## src/rtl/user_cmd_engine.sv

```systemverilog
// user_cmd_engine: serial command engine between a UART byte stream and an
// SDRAM byte-access port. It parses framed host commands
// ('!' opcode, length, address[, pattern]) and runs SDRAM burst reads,
// writes and fills. It also returns a version string and status bytes.
//
// Optional feature: define USER_CMD_CHECKSUM_EN to keep an 8-bit running sum
// of the data bytes. A read then sends the sum after its data. Write and fill
// statuses are then followed by the sum byte.
//
// Ports:
//   clk, reset           clock, synchronous active-high reset
//   uart_rxd/_strobe     received byte and its one-cycle valid
//   uart_txd/_strobe     byte to transmit and its one-cycle pulse
//   uart_txd_ready       transmitter can accept a byte
//   sd_addr, sd_wr_data  SDRAM byte address and write data
//   sd_rd_data, sd_ack   SDRAM read data and one-cycle access completion
//   sd_idle              SDRAM controller can accept a request
//   sd_we, sd_enable     write select and access request (held until sd_ack)
//   busy                 high whenever the engine is not in WAIT
module user_cmd_engine #(
  parameter int unsigned ADDR_BITS      = 32,
  parameter int unsigned ADDR_BYTES     = 4,
  parameter int unsigned LEN_BYTES      = 3,
  parameter int unsigned TIMEOUT_CYCLES = 1000000,
  parameter logic [63:0] VERSION_STR    = "spispy01"
) (
  input  logic                 clk,
  input  logic                 reset,
  input  logic [7:0]           uart_rxd,
  input  logic                 uart_rxd_strobe,
  output logic [7:0]           uart_txd,
  output logic                 uart_txd_strobe,
  input  logic                 uart_txd_ready,
  output logic [ADDR_BITS-1:0] sd_addr,
  output logic [7:0]           sd_wr_data,
  input  logic [7:0]           sd_rd_data,
  input  logic                 sd_ack,
  input  logic                 sd_idle,
  output logic                 sd_we,
  output logic                 sd_enable,
  output logic                 busy
);

  localparam int unsigned LEN_W = 8 * LEN_BYTES;
  localparam int unsigned TMO_W = $clog2(TIMEOUT_CYCLES + 1);
  localparam int unsigned HDR_W = 3;

  localparam logic [7:0] CH_BANG  = 8'h21;  // '!'
  localparam logic [7:0] CH_R     = 8'h52;  // 'R'
  localparam logic [7:0] CH_W     = 8'h57;  // 'W'
  localparam logic [7:0] CH_F     = 8'h46;  // 'F'
  localparam logic [7:0] CH_V     = 8'h56;  // 'V'
  localparam logic [7:0] CH_QUES  = 8'h3F;  // '?'
  localparam logic [7:0] CH_PCT   = 8'h25;  // '%'
  localparam logic [7:0] CH_W_LC  = 8'h77;  // 'w'
  localparam logic [7:0] CH_F_LC  = 8'h66;  // 'f'
  localparam logic [7:0] CH_T     = 8'h54;  // 'T'

  typedef enum logic [3:0] {
    WAIT, OPC, LEN, ADDR, PAT, RD_REQ, RD_WAIT, RD_TX,
    WR_RX, WR_REQ, WR_WAIT, VER, STATUS
  } state_e;

  state_e             state_q;
  logic [LEN_W-1:0]   len_q;
  logic [TMO_W-1:0]   tmo_q;
  logic [HDR_W-1:0]   hcnt_q;
  logic [2:0]         ver_idx_q;
  logic [7:0]         opc_q;
  logic [7:0]         status_q;
  logic               ovr_q;
`ifdef USER_CMD_CHECKSUM_EN
  logic [7:0]         csum_q;
  logic               sum_pend_q;
`endif

  // Header field shifting, burst stepping and tx flow control
  logic [ADDR_BITS-1:0] addr_shift;
  logic [ADDR_BITS-1:0] addr_inc;
  logic [LEN_W-1:0]     len_shift;
  logic [LEN_W-1:0]     len_dec;
  logic                 tx_ok;
  logic                 tmo_st;
  logic                 tmo_hit;
  logic                 is_fill;

  assign addr_shift = ADDR_BITS'({sd_addr, uart_rxd});
  assign addr_inc   = sd_addr + ADDR_BITS'(1);
  assign len_shift  = LEN_W'({len_q, uart_rxd});
  // Saturating decrement: the length counter never underflows
  assign len_dec    = (len_q != '0) ? len_q - LEN_W'(1) : len_q;
  // A strobe is never issued two cycles in a row
  assign tx_ok      = uart_txd_ready & ~uart_txd_strobe;
  assign tmo_st     = (state_q == OPC) || (state_q == LEN) || (state_q == ADDR) ||
                      (state_q == PAT) || (state_q == WR_RX);
  assign tmo_hit    = (tmo_q == TMO_W'(TIMEOUT_CYCLES - 1));
  assign is_fill    = (opc_q == CH_F);

  // Main engine FSM
  always_ff @(posedge clk) begin
    if (reset) begin
      state_q         <= WAIT;
      len_q           <= '0;
      tmo_q           <= '0;
      hcnt_q          <= '0;
      ver_idx_q       <= '0;
      opc_q           <= '0;
      status_q        <= '0;
      ovr_q           <= 1'b0;
      uart_txd        <= '0;
      uart_txd_strobe <= 1'b0;
      sd_addr         <= '0;
      sd_wr_data      <= '0;
      sd_we           <= 1'b0;
      sd_enable       <= 1'b0;
      busy            <= 1'b0;
`ifdef USER_CMD_CHECKSUM_EN
      csum_q          <= '0;
      sum_pend_q      <= 1'b0;
`endif
    end else begin
      uart_txd_strobe <= 1'b0;

      // Inter-byte timeout only runs while a frame or write payload is pending
      if (uart_rxd_strobe || !tmo_st) begin
        tmo_q <= '0;
      end else begin
        tmo_q <= tmo_q + TMO_W'(1);
      end

      case (state_q)
        WAIT: begin
          if (uart_rxd_strobe) begin
            busy <= 1'b1;
            if (uart_rxd == CH_BANG) begin
              state_q <= OPC;
              sd_addr <= '0;
              len_q   <= '0;
              ovr_q   <= 1'b0;
`ifdef USER_CMD_CHECKSUM_EN
              csum_q  <= '0;
`endif
            end else begin
              // Resync hint for the host
              status_q <= CH_BANG;
              state_q  <= STATUS;
`ifdef USER_CMD_CHECKSUM_EN
              sum_pend_q <= 1'b0;
`endif
            end
          end
        end

        OPC: begin
          if (uart_rxd_strobe) begin
            if (uart_rxd == CH_R || uart_rxd == CH_W || uart_rxd == CH_F) begin
              opc_q   <= uart_rxd;
              hcnt_q  <= '0;
              state_q <= LEN;
            end else if (uart_rxd == CH_V) begin
              ver_idx_q <= '0;
              state_q   <= VER;
            end else begin
              status_q <= CH_QUES;
              state_q  <= STATUS;
`ifdef USER_CMD_CHECKSUM_EN
              sum_pend_q <= 1'b0;
`endif
            end
          end else if (tmo_hit) begin
            status_q <= CH_T;
            state_q  <= STATUS;
`ifdef USER_CMD_CHECKSUM_EN
            sum_pend_q <= 1'b0;
`endif
          end
        end

        LEN: begin
          if (uart_rxd_strobe) begin
            len_q <= len_shift;
            if (hcnt_q == HDR_W'(LEN_BYTES - 1)) begin
              hcnt_q  <= '0;
              state_q <= ADDR;
            end else begin
              hcnt_q <= hcnt_q + HDR_W'(1);
            end
          end else if (tmo_hit) begin
            status_q <= CH_T;
            state_q  <= STATUS;
`ifdef USER_CMD_CHECKSUM_EN
            sum_pend_q <= 1'b0;
`endif
          end
        end

        ADDR: begin
          if (uart_rxd_strobe) begin
            sd_addr <= addr_shift;
            if (hcnt_q == HDR_W'(ADDR_BYTES - 1)) begin
              hcnt_q <= '0;
              if (is_fill) begin
                state_q <= PAT;
              end else if (len_q == '0) begin
                // Empty read ends silently; empty write still reports
                if (opc_q == CH_R) begin
                  state_q <= WAIT;
                  busy    <= 1'b0;
                end else begin
                  status_q <= CH_W_LC;
                  state_q  <= STATUS;
`ifdef USER_CMD_CHECKSUM_EN
                  sum_pend_q <= 1'b1;
`endif
                end
              end else if (opc_q == CH_R) begin
                state_q <= RD_REQ;
              end else begin
                state_q <= WR_RX;
              end
            end else begin
              hcnt_q <= hcnt_q + HDR_W'(1);
            end
          end else if (tmo_hit) begin
            status_q <= CH_T;
            state_q  <= STATUS;
`ifdef USER_CMD_CHECKSUM_EN
            sum_pend_q <= 1'b0;
`endif
          end
        end

        PAT: begin
          if (uart_rxd_strobe) begin
            sd_wr_data <= uart_rxd;
            if (len_q == '0) begin
              status_q <= CH_F_LC;
              state_q  <= STATUS;
`ifdef USER_CMD_CHECKSUM_EN
              sum_pend_q <= 1'b1;
`endif
            end else begin
              state_q <= WR_REQ;
            end
          end else if (tmo_hit) begin
            status_q <= CH_T;
            state_q  <= STATUS;
`ifdef USER_CMD_CHECKSUM_EN
            sum_pend_q <= 1'b0;
`endif
          end
        end

        // Only request a read once the transmitter can take the result
        RD_REQ: begin
          if (sd_idle && uart_txd_ready) begin
            sd_enable <= 1'b1;
            sd_we     <= 1'b0;
            state_q   <= RD_WAIT;
          end
        end

        RD_WAIT: begin
          if (sd_ack) begin
            sd_enable <= 1'b0;
            uart_txd  <= sd_rd_data;
            state_q   <= RD_TX;
          end
        end

        RD_TX: begin
          if (tx_ok) begin
            uart_txd_strobe <= 1'b1;
            sd_addr         <= addr_inc;
            len_q           <= len_dec;
`ifdef USER_CMD_CHECKSUM_EN
            csum_q          <= csum_q + uart_txd;
`endif
            if (len_dec == '0) begin
`ifdef USER_CMD_CHECKSUM_EN
              status_q   <= csum_q + uart_txd;
              sum_pend_q <= 1'b0;
              state_q    <= STATUS;
`else
              state_q    <= WAIT;
              busy       <= 1'b0;
`endif
            end else begin
              state_q <= RD_REQ;
            end
          end
        end

        WR_RX: begin
          if (uart_rxd_strobe) begin
            sd_wr_data <= uart_rxd;
            state_q    <= WR_REQ;
          end else if (tmo_hit) begin
            status_q <= CH_T;
            state_q  <= STATUS;
`ifdef USER_CMD_CHECKSUM_EN
            sum_pend_q <= 1'b0;
`endif
          end
        end

        WR_REQ: begin
          if (uart_rxd_strobe) begin
            ovr_q <= 1'b1;
          end
          if (sd_idle) begin
            sd_enable <= 1'b1;
            sd_we     <= 1'b1;
            state_q   <= WR_WAIT;
          end
        end

        // A byte arriving together with the ack still counts as overrun
        WR_WAIT: begin
          if (sd_ack) begin
            sd_enable <= 1'b0;
            sd_we     <= 1'b0;
            sd_addr   <= addr_inc;
            len_q     <= len_dec;
`ifdef USER_CMD_CHECKSUM_EN
            csum_q    <= csum_q + sd_wr_data;
`endif
            if (ovr_q || uart_rxd_strobe) begin
              status_q <= CH_PCT;
              state_q  <= STATUS;
`ifdef USER_CMD_CHECKSUM_EN
              sum_pend_q <= 1'b1;
`endif
            end else if (len_dec == '0) begin
              status_q <= is_fill ? CH_F_LC : CH_W_LC;
              state_q  <= STATUS;
`ifdef USER_CMD_CHECKSUM_EN
              sum_pend_q <= 1'b1;
`endif
            end else if (is_fill) begin
              state_q <= WR_REQ;
            end else begin
              state_q <= WR_RX;
            end
          end else if (uart_rxd_strobe) begin
            ovr_q <= 1'b1;
          end
        end

        // Version string is sent first character first (MSB byte first)
        VER: begin
          if (tx_ok) begin
            uart_txd        <= VERSION_STR[{3'd7 - ver_idx_q, 3'b000} +: 8];
            uart_txd_strobe <= 1'b1;
            ver_idx_q       <= ver_idx_q + 3'd1;
            if (ver_idx_q == 3'd7) begin
              state_q <= WAIT;
              busy    <= 1'b0;
            end
          end
        end

        STATUS: begin
          if (tx_ok) begin
            uart_txd        <= status_q;
            uart_txd_strobe <= 1'b1;
`ifdef USER_CMD_CHECKSUM_EN
            if (sum_pend_q) begin
              status_q   <= csum_q;
              sum_pend_q <= 1'b0;
            end else begin
              state_q <= WAIT;
              busy    <= 1'b0;
            end
`else
            state_q <= WAIT;
            busy    <= 1'b0;
`endif
          end
        end

        default: begin
          state_q   <= WAIT;
          sd_enable <= 1'b0;
          sd_we     <= 1'b0;
          busy      <= 1'b0;
        end
      endcase
    end
  end

endmodule

```

## config.mk

```make
export PLATFORM = sky130hd
export DESIGN_NAME = user_cmd_engine
export DESIGN_NICKNAME = d
export VERILOG_FILES = /design/src/rtl/user_cmd_engine.sv
export SDC_FILE = /design/constraint.sdc
export NUM_CORES = 1
export LEC_CHECK = 0
export ABC_AREA = 0
export CAP_MARGIN = 30
export CORE_UTILIZATION = 58
export CTS_BUF_LIST = sky130_fd_sc_hd__clkbuf_16
export DETAILED_ROUTE_END_ITERATION = 8
export PLACE_DENSITY = 0.9
export SETUP_SLACK_MARGIN = 0.3
export SLEW_MARGIN = 10
export SYNTH_ARGS = -nofsm -noshare
export SYNTH_HDL_FRONTEND = slang
export SYNTH_SLANG_ARGS = --single-unit
export TNS_END_PERCENT = 10
```

## constraint.sdc

```tcl
create_clock -name clk -period 3.5 [get_ports clk]
set_input_delay 0.875 -clock clk [delete_from_list [all_inputs] [get_ports clk]]
set_output_delay 0.875 -clock clk [all_outputs]
set_load 0.01 [all_outputs]
```

==> impl_results.rst <==
.. list-table::
   :header-rows: 1

   * - Metric
     - Value
   * - Result of the run
     - completed
   * - Hold-fix buffer count after cts
     - 0
   * - Number of inserted diodes
     - 0
   * - Total power per unit cell area
     - 810.2 nW/µm²
   * - Worst IR Drop VDD
     - 493.5 µV
   * - Crit path time final
     - 3.016 ns
   * - Number of CTS-inserted buffers
     - 17
   * - Latest clock arrival within the worst-skew pair
     - 0.43 ns
   * - Layout overhead on the synthesized area
     - 20.88%
   * - Worst Clk Skew
     - 0.009202 ns
   * - Total DRC errors in the routed layout
     - 0
   * - Number of enable-type register cells in the synthesized netlist
     - 0
   * - Slew at the pin closest to its max-slew limit
     - 0.7681 ns
   * - I/O pin cnt
     - 74
   * - Floorplan die area
     - 13920 µm²
   * - Syn_nets
     - 1076
   * - Total number of placement rows
     - 42
   * - Most instantiated library cell after synthesis
     - nor2_1
   * - Largest net degree at the start of global routing
     - 46
   * - Initial Util
     - 0.5914
   * - Total of max-cap violations
     - 0
   * - Combined area of all synthesized cells
     - 7801 µm²
   * - Slowest library cell on the worst path
     - and4_1
   * - Buffers from clock root to sink, at most
     - 2
   * - Leakage power
     - 3.471 nW
   * - Register-to-register path setup slack
     - 0.48 ns
   * - Iteration-0 DRC count of the detailed router
     - 1108
   * - Sum of negative setup slack
     - 0 ns
   * - Origin of the critical flop-to-flop path
     - len_q[21]
   * - Share of final-layout standard cells stronger than drive strength 1
     - 0.1045
   * - Worst min-delay path startpoint
     - opc_q[6]
   * - Setup crit start kind
     - flip-flop
   * - Routed vias
     - 8499
   * - Depth of the worst hold-timing path
     - 2
   * - Syn Inst Count
     - 1041
   * - Clock sink total
     - 123
   * - Net count reported at finish
     - 1144
   * - Length in cells of the worst reg-to-reg path
     - 10
   * - Share of the yosys chip area belonging to registers
     - 0.3156
   * - First-pass GRT wire length
     - 38530 µm
   * - Number of antenna violations at the first check in global routing
     - 0
   * - Number of failing hold endpoints at the final stage
     - 0
   * - RSZ-0062 raised after global routing
     - true
   * - Total half-perimeter wirelength after legalization and detailed placement
     - 16190 µm
   * - Most area-consuming cells after synthesis
     - dfxtp_1, nor2_1, nand2_1, a21oi_1, o21ai_0
   * - Non-filler cells in the finished layout
     - 1296
   * - Port Buffers
     - 73
   * - Final Worst Setup Slack
     - 0.4838 ns
   * - Routability congestion estimate
     - 0.9516
   * - Ranking of synthesized cells by instance count
     - nor2_1, dfxtp_1, nand2_1
   * - Height of the die
     - 118.0 µm
   * - Setup repair bufs after CTS
     - 0
   * - Fill cells
     - 1017
   * - Relative slew margins
     - 0.4867
   * - Area of the core
     - 13190 µm²
   * - Endpoint required time on the critical path
     - 3.78 ns
   * - Maximum fanout count along the critical path
     - 7
   * - CTS resizes
     - 0
   * - Total overflow reported by the global router
     - 0
   * - Buffer cell driving the clock tree root
     - clkbuf_16
   * - Top-area cell type share of the netlist area
     - 0.3156
   * - Final hold slack
     - 0.4596 ns
   * - Die outline width
     - 118.0 µm
   * - Core occupancy in the finished layout
     - 0.7150
   * - Highest clock frequency the design can meet
     - 0.3315 GHz
   * - Count of warnings emitted by yosys
     - 0
   * - Critical path type
     - reg -> reg
   * - Period utilisation layout
     - 0.8618
   * - Largest area contributor in the netlist
     - dfxtp_1
   * - Via count of the first global-routing pass
     - 7518
   * - H-tree levels
     - 4
   * - Clock tree from TritonCTS
     - yes
   * - Post-Syn Area per Cell
     - 7.494 µm²
   * - Flip-flop cell with the highest count after synthesis
     - dfxtp_1
   * - Post-synthesis async set-or-reset flop share
     - 0
   * - Yosys cell types
     - 86
   * - Post-synthesis register bit count
     - 123
   * - Pre-CTS setup slack
     - 0.1509 ns
   * - Worst min-delay path endpoint
     - opc_q[6]
   * - Per-cell routed wire length
     - 18.31 µm
   * - Number of nets still failing antenna checks after routing
     - 0
   * - Number of pins with negative max-slew slack in the final report
     - 0
   * - R2r endpoint
     - state_q[0]
   * - Critical Path Sink Type
     - flip-flop
   * - Signal arrival time at the worst endpoint
     - 3.30 ns
   * - CP cell instances
     - nor4_2 -> and3_2 -> and4_1 -> inv_1 -> ha_1 -> a31o_2 -> or3_1 -> a21o_1 -> a222oi_1 -> a2111oi_0
   * - Delay of the slowest cell on the worst path
     - 0.47 ns
   * - Hold Crit Class
     - reg -> reg
   * - Placed cell count
     - 1266
   * - Vias per inst
     - 6.558
   * - Clk slew on worst S/H paths
     - 0.05 ns
   * - Final setup violation count
     - 0
   * - Drt first pass iters
     - 6
   * - Total wire length after detailed routing
     - 23730 µm
   * - GR Util All Layers
     - 0.3449
## worst max path at each step
stage                  endpoint   startpoint  slack [ns]  cells past startpoint
detailed placement   state_q[0]  uart_rxd[4]        0.15                      9
global placement     state_q[0]  uart_rxd[4]        0.21                      9
finish               state_q[0]    len_q[21]        0.48                     10
floorplan            state_q[0]    len_q[11]        0.53                     14
CTS                 status_q[0]     len_q[0]        0.42                     10
global route        sd_addr[27]   state_q[3]        0.29                      9
## stage by stage
step / cell area (µm²) / power [mW]
floorplan: 7801 / 4.728
global placement: 8861 / 5.757
global route: 9430 / 8.090
finish: 9430 / 7.640
CTS: 9424 / 7.533
detailed placement: 8861 / 5.782
## report_power, final
part / internal (mW) / switching, mW / total (mW) / leakage, nW
clock: 1.09 / 0.626 / 1.72 / 0.289
sequential: 1.60 / 0.287 / 1.89 / 0.996
combinational: 1.61 / 2.42 / 4.04 / 2.19
## cells by family (layout without fill, tap and decap cells)
| group | count (synthesis) | count (layout) | share of synthesized area |
|---|---|---|---|
| AOI/OAI and AO/OA | 307 | 307 | 0.2674 |
| xor gates and xnor gates | 30 | 30 | 0.03368 |
| and+or+nand+nor | 440 | 440 | 0.2794 |
| adders and majority gates | 14 | 14 | 0.02213 |
| DFF | 123 | 123 | 0.3156 |
| buffers and inverters | 111 | 190 | 0.06111 |
| muxes | 16 | 16 | 0.02069 |
## registers in the layout (all words and copies together), names as in the netlist, 3 cells and up
register / flops
hcnt_q: 3
len_q: 24
opc_q: 8
sd_addr: 32
sd_wr_data: 8
state_q: 4
status_q: 8
tmo_q: 20
uart_txd: 8
ver_idx_q: 3
## area by class of cell
class | count | area (µm²) | share of cell area
Inverter | 34 | 127.6 | 0.01353
Timing Repair Buffer | 126 | 1174 | 0.1245
Clock inverter | 13 | 137.6 | 0.01459
Multi-Input combinational cell | 807 | 4883 | 0.5178
Tap cell | 176 | 220.2 | 0.02335
Sequential cell | 123 | 2462 | 0.2611
Clock buffer | 17 | 425.4 | 0.04511
## layer usage
| metal | up-vias | global-route usage | wire [µm] |
|---|---|---|---|
| met5 | - | 0 | 0 |
| met4 | 0 | 0.1474 | 681 |
| met3 | 80 | 0.07703 | 2224 |
| met2 | 510 | 0.5324 | 10780 |
| met1 | 3956 | 0.4615 | 10050 |
| li1 | 3953 | - | - |
## worst max-delay path, delay by kind of cell, from the launching register on
| kind | cells | cell delay [ns] |
|---|---|---|
| adders and majority gates | 1 | 0.21 |
| AOI/OAI and AO/OA | 4 | 0.73 |
| buffers and inverters | 1 | 0.12 |
| DFF | 1 | 0.37 |
| and+or+nand+nor | 4 | 1.43 |
## cell usage in the layout, fill, tap and decap left out, drive strengths merged, types with 6 or more instances in the layout
cell	count
clkbuf	17
buf	54
nor3	33
and3	22
o31ai	12
nor4	16
clkinv	8
a31oi	13
a32o	8
nand4	13
inv	35
or3	9
clkdlybuf4s50	72
a21oi	72
a221oi	18
nand4b	6
o21ai	69
mux2i	15
ha	13
xnor2	8
xor2	22
nor2	159
dfxtp	123
a22oi	23
nand3	27
and2	10
a22o	7
nand2	108
nor2b	7
and4	9
nand2b	7
o22ai	10
o41ai	7
a211oi	21
(Power assumes the default switching activity.)
